==> config.mk <==
export PLATFORM = sky130hd
export DESIGN_NAME = mmio_tx_port
export DESIGN_NICKNAME = d
export VERILOG_FILES = /design/src/rtl/mmio_tx_port_pkg.sv /design/src/rtl/mmio_tx_port_fifo.sv /design/src/rtl/mmio_tx_port.sv
export SDC_FILE = /design/constraint.sdc
export NUM_CORES = 1
export LEC_CHECK = 0
export CAP_MARGIN = 10
export CORE_MARGIN = 2
export CORE_UTILIZATION = 46
export CTS_CLUSTER_DIAMETER = 150
export DETAILED_ROUTE_END_ITERATION = 16
export GPL_ROUTABILITY_DRIVEN = 0
export PLACE_DENSITY = 0.7
export REMOVE_ABC_BUFFERS = 1
export SLEW_MARGIN = 40
export SYNTH_ARGS = -nofsm -noshare
export SYNTH_HDL_FRONTEND = slang
export SYNTH_SLANG_ARGS = --single-unit
export TNS_END_PERCENT = 10
==> constraint.sdc <==
create_clock -name clk -period 5.84 [get_ports clk]
set_input_delay 1.752 -clock clk [delete_from_list [all_inputs] [get_ports clk]]
set_output_delay 1.752 -clock clk [all_outputs]
set_load 0.02 [all_outputs]
==> src/rtl/mmio_tx_port_pkg.sv <==
// mmio_tx_port_pkg: address map, status bit positions and status layout for mmio_tx_port
package mmio_tx_port_pkg;
  localparam logic [7:0] MMIO_TX_DATA_ADDR = 8'hF0;
  localparam logic [7:0] MMIO_TX_STAT_ADDR = 8'hF1;
  localparam int unsigned MMIO_TX_STAT_OVF_BIT = 56;
  localparam int unsigned MMIO_TX_STAT_EMPTY_BIT = 57;
  localparam int unsigned MMIO_TX_STAT_FULL_BIT = 58;
  localparam int unsigned MMIO_TX_STAT_COUNT_LSB = 63;
  typedef struct packed {
    logic [55:0] zero;
    logic        overflow;
    logic        empty;
    logic        full;
    logic [4:0]  count;
  } mmio_tx_status_t;
endpackage

==> src/rtl/mmio_tx_port_fifo.sv <==
// sync_fifo: power-of-two depth FIFO with registered storage, wrapping pointers and occupancy count
module sync_fifo #(
  parameter int unsigned W = 64,
  parameter int unsigned DEPTH = 4
) (
  input  logic                     clk,
  input  logic                     rst,
  input  logic                     push,
  input  logic                     pop,
  input  logic [0:W-1]             din,
  output logic [0:W-1]             dout,
  output logic [$clog2(DEPTH):0]   count,
  output logic                     full,
  output logic                     empty
);
  localparam int unsigned AW = $clog2(DEPTH);
  localparam int unsigned CW = AW + 1;
  logic [0:W-1] mem_q [DEPTH];
  logic [0:W-1] mem_d [DEPTH];
  logic [AW-1:0] wr_q, wr_d, rd_q, rd_d;
  logic [CW-1:0] cnt_q, cnt_d;
  // next storage, pointers and count; pointers wrap naturally at the power-of-two depth
  always_comb begin
    mem_d = mem_q;
    mem_d[wr_q] = push ? din : mem_q[wr_q];
    wr_d = wr_q + AW'(push);
    rd_d = rd_q + AW'(pop);
    cnt_d = cnt_q + CW'(push) - CW'(pop);
  end
  // state registers; reset also clears storage so the head reads 0
  always_ff @(posedge clk) begin
    if (rst) begin
      mem_q <= '{default: '0};
      wr_q <= '0;
      rd_q <= '0;
      cnt_q <= '0;
    end else begin
      mem_q <= mem_d;
      wr_q <= wr_d;
      rd_q <= rd_d;
      cnt_q <= cnt_d;
    end
  end
  assign dout = mem_q[rd_q];
  assign count = cnt_q;
  assign full = cnt_q == CW'(DEPTH);
  assign empty = cnt_q == '0;
endmodule

==> src/rtl/mmio_tx_port.sv <==
// mmio_tx_port: CPU-store-fed transmit FIFO with valid/ready output and status word; MMIO_TX_PARITY_EN adds tx_parity
module mmio_tx_port
  import mmio_tx_port_pkg::*;
#(
  parameter int unsigned DEPTH = 4,
  parameter logic [7:0] DATA_ADDR = MMIO_TX_DATA_ADDR,
  parameter logic [7:0] STAT_ADDR = MMIO_TX_STAT_ADDR
) (
  input  logic        clk,
  input  logic        rst,
  input  logic [0:7]  addr,
  input  logic [0:63] write_data,
  input  logic        write_enable,
  output logic [0:63] read_data,
  output logic        hit,
  output logic [0:63] tx_data,
  output logic        tx_valid,
  input  logic        tx_ready,
  output logic        tx_parity
);
  logic [$clog2(DEPTH):0] count;
  logic full, empty, push, pop, st_data, st_stat, overflow_q, overflow_d;
  mmio_tx_status_t stat;
  sync_fifo #(.W(64), .DEPTH(DEPTH)) u_fifo (
    .clk(clk), .rst(rst), .push(push), .pop(pop), .din(write_data),
    .dout(tx_data), .count(count), .full(full), .empty(empty)
  );
  // decode, handshake and sticky overflow; a pop frees the slot a same-cycle push needs
  always_comb begin
    st_data = write_enable && addr == DATA_ADDR;
    st_stat = write_enable && addr == STAT_ADDR;
    pop = !empty && tx_ready;
    push = st_data && (!full || pop);
    overflow_d = (st_data && full && !pop) ? 1'b1 : st_stat ? 1'b0 : overflow_q;
    stat = '0;
    stat.count = 5'(count);
    stat.full = full;
    stat.empty = empty;
    stat.overflow = overflow_q;
  end
  // overflow flag register
  always_ff @(posedge clk) begin
    overflow_q <= rst ? 1'b0 : overflow_d;
  end
  assign hit = addr == DATA_ADDR || addr == STAT_ADDR;
  assign read_data = addr == STAT_ADDR ? stat : '0;
  assign tx_valid = !empty;
`ifdef MMIO_TX_PARITY_EN
  assign tx_parity = ^tx_data;
`else
  assign tx_parity = 1'b0;
`endif
endmodule

======== Yosys cells after proc, flatten, opt, wreduce, memory -nomap -nowiden ========
Cells that the tools add are included.
cells by class
  $lt $le $gt $ge ......................... 3
  shifts and indexed selects .............. 0
  add/subtract/negate cells ............... 4
  eq/ne operators ......................... 3
  reductions and logical operators ........ 14
  $mul .................................... 0
  bitwise logic cells ..................... 2
  divide/modulo/power cells ............... 0
  multiplexer cells ....................... 13
operators with widths
  cell                count
  $mux 64             6
  $bmux 64 s2         2
  $bwmux 256          1
  $demux 64 s2        1
  $eq 8x8->1 const B  2
  $mux 8              1
  $logic_and 1x1->1   7
  $ge 3x3->1 const B  2
  $not 2->3           2
  $add 2x1->2         2
  $add 3x1->3         1
  $eq 3x3->1 const B  1
  $logic_not 1->1     3
  $logic_not 3->1     1
  $lt 3x1->1 const B  1
  $sub 3x1->3         1
  $logic_or 1x1->1    2
  $mux 1              2
  $reduce_bool 2->1   1
word-level totals
  bits in read-only memories .............. 0
  logic and storage cells ................. 47
  memory bits (writable) .................. 0
  bits in registers ....................... 264
  latch bits .............................. 0
  output and inout bits ................... 131
  memories kept ........................... 0
  bits of input ports ..................... 76

======== Depth between registers and ports, before layout ========
Gate-level depths: netlist of the first run.
  depth after elaboration ................. 7
  depth in mapped cells ................... 11
  gate-level depth less buffers ........... 8

======== Modules after synthesis ========
Synthesis of the first run repeated with hierarchy kept, for this count alone.
unflattened totals
  cells, all modules ...................... 1086
  area, all modules ....................... 12520.8 um^2
by module, submodules not included
  module        seq. area each (um^2)  area each (um^2)  instances  cells an instance
  sync_fifo     5265.0                 11923.9           1          1007
  mmio_tx_port  20.0                   596.8             1          79

======== Worst setup path after synthesis of the first run ========
Ideal clock, no wire load.
  path type ............................... input to output
  start ................................... input addr[1] in the netlist's numbering
  end ..................................... output read_data[58] in the netlist's numbering
  arrival time ............................ 3.419 ns
  buffers on the path ..................... 0
  path slack .............................. 0.669 ns
  cell stages on the path ................. 4
  data required time ...................... 4.088 ns
  cells stage by stage .................... nand4_1 nor4_1 and3_1 and3_1
between the ends
  word-level cells in the longest chain between the ends .. 2
ends and longest elaborated chain
  what             RTL line            source
  start, declared  mmio_tx_port.sv:11  input logic [0:7] addr,
  $eq 8x8->1       mmio_tx_port.sv:46  assign read_data = addr == STAT_ADDR ? stat : '0;
  $mux 8           mmio_tx_port.sv:46
  end, declared    mmio_tx_port.sv:14  output logic [0:63] read_data,
No other way between the ends.

======== Final worst setup path of the first run ========
  start ................................... input addr[2] in the netlist's numbering
  end ..................................... output read_data[58] in the netlist's numbering
The elaborated chain is that of the path after synthesis.

==> results of run 1 <==
[sequential cells by signal, indices dropped and copies added (netlist names)]
name	count
overflow_q	1
u_fifo.count	3
u_fifo.mem_q	256
u_fifo.rd_q	2
u_fifo.wr_q	2
[through the flow]
stage / TNS (ns) / hold WS (ns) / util, % / instances
after floorplan: -393.01 / 0.479 / - / 1069
after global placement: 0 / 0.492 / 51.8 / 1616
after detailed placement: 0 / 0.499 / 52.0 / 1619
after CTS: 0 / 0.507 / 55.5 / 1675
after global routing: 0 / 0.523 / 55.6 / 1677
final: 0 / 0.506 / 55.6 / 1677
[logic make-up after synthesis]
kind of cell	count (synthesis)
xor gates and xnor gates	5
buffers and inverters	186
and+or+nand+nor	284
DFF	264
muxes	192
adders and majority gates	3
other	1
AOI/OAI and AO/OA	259
[area by class of cell]
class	count	share of cell area [%]
repair buffers	168	10.9
multi-input cells	802	46.9
well taps	384	2.99
clock inverters	19	1.08
clock buffers	37	5.21
flip-flops and latches	264	32.9
inverters	3	0.0700
[placed cells by master (no fill, tap or decap), drive strengths merged, types with 2 or more instances in the layout]
cell	instances
bufinv	3
mux4	128
nor2b	5
nand3	2
nand2	2
clkdlybuf4s50	146
and3	3
clkinvlp	2
nor4b	2
a211oi	256
nor2	264
buf	22
ha	2
conb	59
dfxtp	264
clkinv	14
clkbuf	37
xor2	2
mux2i	64
inv	3
xnor2	3
[final timing paths]
kind | from | end | slack (ns) | cells past startpoint
min | u_fifo.mem_q[123] | u_fifo.mem_q[123] | 0.51 | 2
max reg2reg | u_fifo.wr_q[0] | u_fifo.mem_q[3] | 3.15 | 5
min reg2reg | u_fifo.mem_q[123] | u_fifo.mem_q[123] | 0.51 | 2
max | addr[2] | read_data[58] | 0.34 | 6
[critical path, stage by stage]
cell and delay (ns):
clkdlybuf4s50_1 0.49, nand4_1 0.13, nor4_1 0.38, and3_1 0.24, and3_1 0.16, clkdlybuf4s50_1 0.60
[metal layers]
layer	wire, µm	vias to the layer above	GRT usage, %
met5	0	-	0
met4	487	0	4.44
li1	-	4561	-
met1	14000	4625	27.2
met2	14600	232	32.8
met3	1520	44	2.93
[where the power goes]
group / switching, mW / leakage, nW / total [mW] / internal (mW)
clock: 0.746 / 0.501 / 1.89 / 1.15
sequential: 0.0507 / 2.13 / 1.87 / 1.82
combinational: 0.242 / 2.60 / 0.461 / 0.219
total: 1.04 / 5.23 / 4.22 / 3.18
==> run metrics, run 1 <==
outcome=complete, no violations; core area=28,900 µm²; Max VDD drop=0.202 mV; Critical Path RT=4.09 ns; EDFF count, synth=0; DP Wirelength=18.4 mm; area of the multi-input gates=7540 µm²; max_slew headroom=44.2%; Seq/Total Area, Yosys=38.8%; Final ANT Viol Nets=0; initial core utilization=47.0%; die width=176 µm; first-pass GRT wire length=49.4 mm; fin crit share=94.2%; DP Area=15,000 µm²; largest net degree at the start of global routing=129; wire length per cell=18.3 µm; Lkg Pwr=5.23 nW; number of remaining DRC errors=0; post-synthesis compound-gate area fraction=14.3%; Post-Synthesis Cells=1,194; largest family of logic cells by synthesized area=multiplexers; Initial DRC Count=539; Power Dens Cells=262 nW/µm²; CTS Buf Count=30; Reg area=5300 µm²; grt ovf=0; Post-Layout Inst Area=16,100 µm²; clk_lat worst skew=0.55 ns; cell taking the most area after synthesis=dfxtp_1; post-synthesis async set-or-reset flop share=0%; Fillers=2,408; post-synth cell types=33; die area=31,000 µm²; io pins=207; Worst Max-Slew Pin Slew=0.838 ns; CTS Hold Bufs=0; max cap viols=0; pre-CTS WS=0.359 ns; clock transition at the registers of the reported paths=0.06 ns; multiplexer share of the synthesized area=30.4%; Startpoint Class=input port; min Tclk post-route=5.50 ns; CTS sink cnt=264; drt pass-1 iters=5; RSZ-0062 raised after global routing=false; post-synth top area share=38.8%; Post-Synth XOR/XNOR Area=0.322%; Die Y=176 µm; Final Setup Violations=0; Hold Path Class=flip-flop to flip-flop; Ys Warns=0; ant diodes=0; initial antenna violation count=0; Final #Nets=1,348; CTS Buffer Depth=3; Slew Limit Fails=0; Adder-Cell Fraction of Synth Area=0.331%; Mapped Area=13,600 µm²; synth top area cells=dfxtp_1 (39%), mux4_2 (21%), a211oi_1 (14%), mux2i_4 (8.1%), nor2_1 (7.3%); Via density=5.64; Worst Path Max Fanout=3; worst setup margin=0.340 ns; port bufs=147; Worst setup EP type=primary output; post-CTS setup buffer count=0; synth cell count leaders=dfxtp_1 (264), nor2_1 (264), a211oi_1 (256), mux4_2 (128), clkbuf_1 (98); via count=9,462; layout cells sized above 1=20.0%; FP Rows=62; CTS Root Cell=clkbuf_16; Simple-Gate Fraction of Synth Area=8.27%; fmax=182 MHz; register bit total from synthesis=264; WS Path Type=input port to primary output; arrival time worst endpoint=3.75 ns; Post-Route WL=30.6 mm; Tot Pwr=4.22 mW; final hold viol count=0; skew final=0.0119 ns; ys flop type=dfxtp_1; Resized Gates After CTS=0; CTS tree=done; H-tree Lvls=1; P&R area growth vs syn=18.3%; average size of a mapped cell=11.4 µm²; vias in the first global route=9,351; GRT Total Usage=19.6%
No activity file was read; power rests on OpenSTA's default activity.
==> run 2: changes to the inputs <==
- ABC_AREA: unset -> 1
- PLACE_DENSITY: 0.7 -> 0.68
==> run metrics, run 2 <==
average size of a mapped cell=5.93 µm²; Final ANT Viol Nets=0; Final #Nets=2,786; post-CTS setup buffer count=0; dpl cells=3,130; fin crit share=90.4%; GRT Total Usage=26.0%; die area=36,200 µm²; Post-Layout Inst Area=18,100 µm²; synth cell count leaders=nand2_1 (588), nor2_1 (527), inv_1 (335), nand3_1 (323), dfxtp_1 (264); port bufs=147; CTS Root Cell=clkbuf_16; post-synth top area share=33.1%; Startpoint Class=input port; drt pass-1 iters=5; WS Path Type=input port to primary output; Ys Warns=0; fmax=189 MHz; Critical Path RT=4.09 ns; EDFF count, synth=0; Fillers=3,469; CTS Buffer Depth=3; final hold viol count=0; wire length per cell=15.1 µm; max cap viols=0; core area=34,400 µm²; clock transition at the registers of the reported paths=0.06 ns; io pins=207; Initial DRC Count=1,388; number of remaining DRC errors=0; pre-CTS WS=0.552 ns; H-tree Lvls=1; Worst Path Max Fanout=7; total negative slack=0 ns; Lkg Pwr=8.97 nW; Power Dens Cells=276 nW/µm²; outcome=complete, no violations; Seq/Total Area, Yosys=33.1%; layout cells sized above 1=3.19%; ys flop type=dfxtp_1; Largest Register=u_fifo.mem_q; arrival time worst endpoint=3.53 ns; Max VDD drop=0.230 mV; post-synth cell types=23; Worst Max-Slew Pin Slew=0.879 ns; initial antenna violation count=0; via count=16,700; ant diodes=0; post-synthesis async set-or-reset flop share=0%; min Tclk post-route=5.28 ns; P&R area growth vs syn=13.3%; worst setup margin=0.561 ns; first-pass GRT wire length=77.2 mm; synth top area cells=dfxtp_1 (33%), nand2_1 (14%), nor2_1 (12%), nand3_1 (10%), inv_1 (7.9%); Worst setup EP type=primary output; Mapped Area=16,000 µm²; top-count cell post-synth=nand2_1; Post-Route WL=48.2 mm; Hold Path Class=flip-flop to flip-flop; largest net degree at the start of global routing=144; initial core utilization=46.5%; max reg flops=256; Final Setup Violations=0; skew final=0.0154 ns; vias in the first global route=15,100; CTS Buf Count=30; CTS Hold Bufs=0; CTS sink cnt=264; die width=190 µm; RSZ-0062 raised after global routing=false; Die Y=190 µm; Tot Pwr=5.00 mW; grt ovf=0; register bit total from synthesis=264; final non-filler cell total=3,185; FP Rows=68; commonest non-fill, non-tap cells in the layout=nand2_1 (588), nor2_1 (525), inv_1 (333), nand3_1 (321), dfxtp_1 (260); DP Wirelength=25.9 mm; Resized Gates After CTS=0; most common cell after layout, fill and taps aside=nand2_1; Slew Limit Fails=0; cell taking the most area after synthesis=dfxtp_1; Post-Synthesis Cells=2,693; DP Area=17,200 µm²; clk_lat worst skew=0.56 ns; max_slew headroom=41.4%; Via density=5.25; CTS tree=done
## run 2: logic make-up (layout without fill, tap and decap cells)
| group | after synthesis | count (layout) | synth area share (%) |
|---|---|---|---|
| xor gates and xnor gates | 3 | 3 | 0.164 |
| DFF | 264 | 264 | 33.1 |
| and+or+nand+nor | 1505 | 1505 | 39.0 |
| other | 1 | 59 | 0.0235 |
| adders and majority gates | 3 | 3 | 0.282 |
| buffers and inverters | 589 | 568 | 16.7 |
| AOI/OAI and AO/OA | 328 | 328 | 10.8 |
## run 2: stage by stage
| stage | hold WS (ns) | utilization, % |
|---|---|---|
| after global placement | 0.452 | 49.7 |
| after global routing | 0.517 | 52.7 |
| after floorplan | 0.433 | - |
| after CTS | 0.475 | 52.7 |
| final | 0.466 | 52.7 |
| after detailed placement | 0.467 | 49.9 |
## run 2: critical path, stage by stage
cell	delay, ns
clkdlybuf4s50_1	0.40
nor2_1	0.15
and3b_1	0.21
nand2_1	0.15
nor4_1	0.22
clkdlybuf4s50_1	0.65
## run 2: final timing paths
| path | start | end | slack (ns) | cells after the start |
|---|---|---|---|---|
| setup / recovery | addr[4] | read_data[58] | 0.56 | 6 |
| hold / removal | overflow_q | overflow_q | 0.47 | 2 |
| setup reg to reg | u_fifo.wr_q[0] | u_fifo.mem_q[50] | 2.95 | 9 |
| hold reg to reg | overflow_q | overflow_q | 0.47 | 2 |
## run 2: area by class of cell
cell class                 count  area (µm²)  share of cell area, %
clock buffer                  48         900                   4.97
tap                          455         569                   3.15
sequential                   264        5300                   29.3
clock inverter                 7        37.5                  0.207
timing repair buffer         172        1720                   9.48
inverter                     341        1300                   7.18
multi-input combinational   1898        8280                   45.7
## run 2: where the power goes
part           internal [mW]  switching, mW  total, mW  leakage [nW]
Clock                   1.05          0.760       1.81         0.462
Sequential              1.82         0.0425       1.86          2.13
Combinational          0.500          0.832       1.33          6.38
Total                   3.36           1.63       5.00          8.97
## run 2: per-layer routing
metal  part of all wire (%)  vias up  global-route usage (%)
li1                       -     8383                       -
met1                     43     7612                    33.1
met5                      0        -                       0
met2                     47      639                    45.6
met3                    7.2       93                    3.07
met4                    2.7        0                    8.14
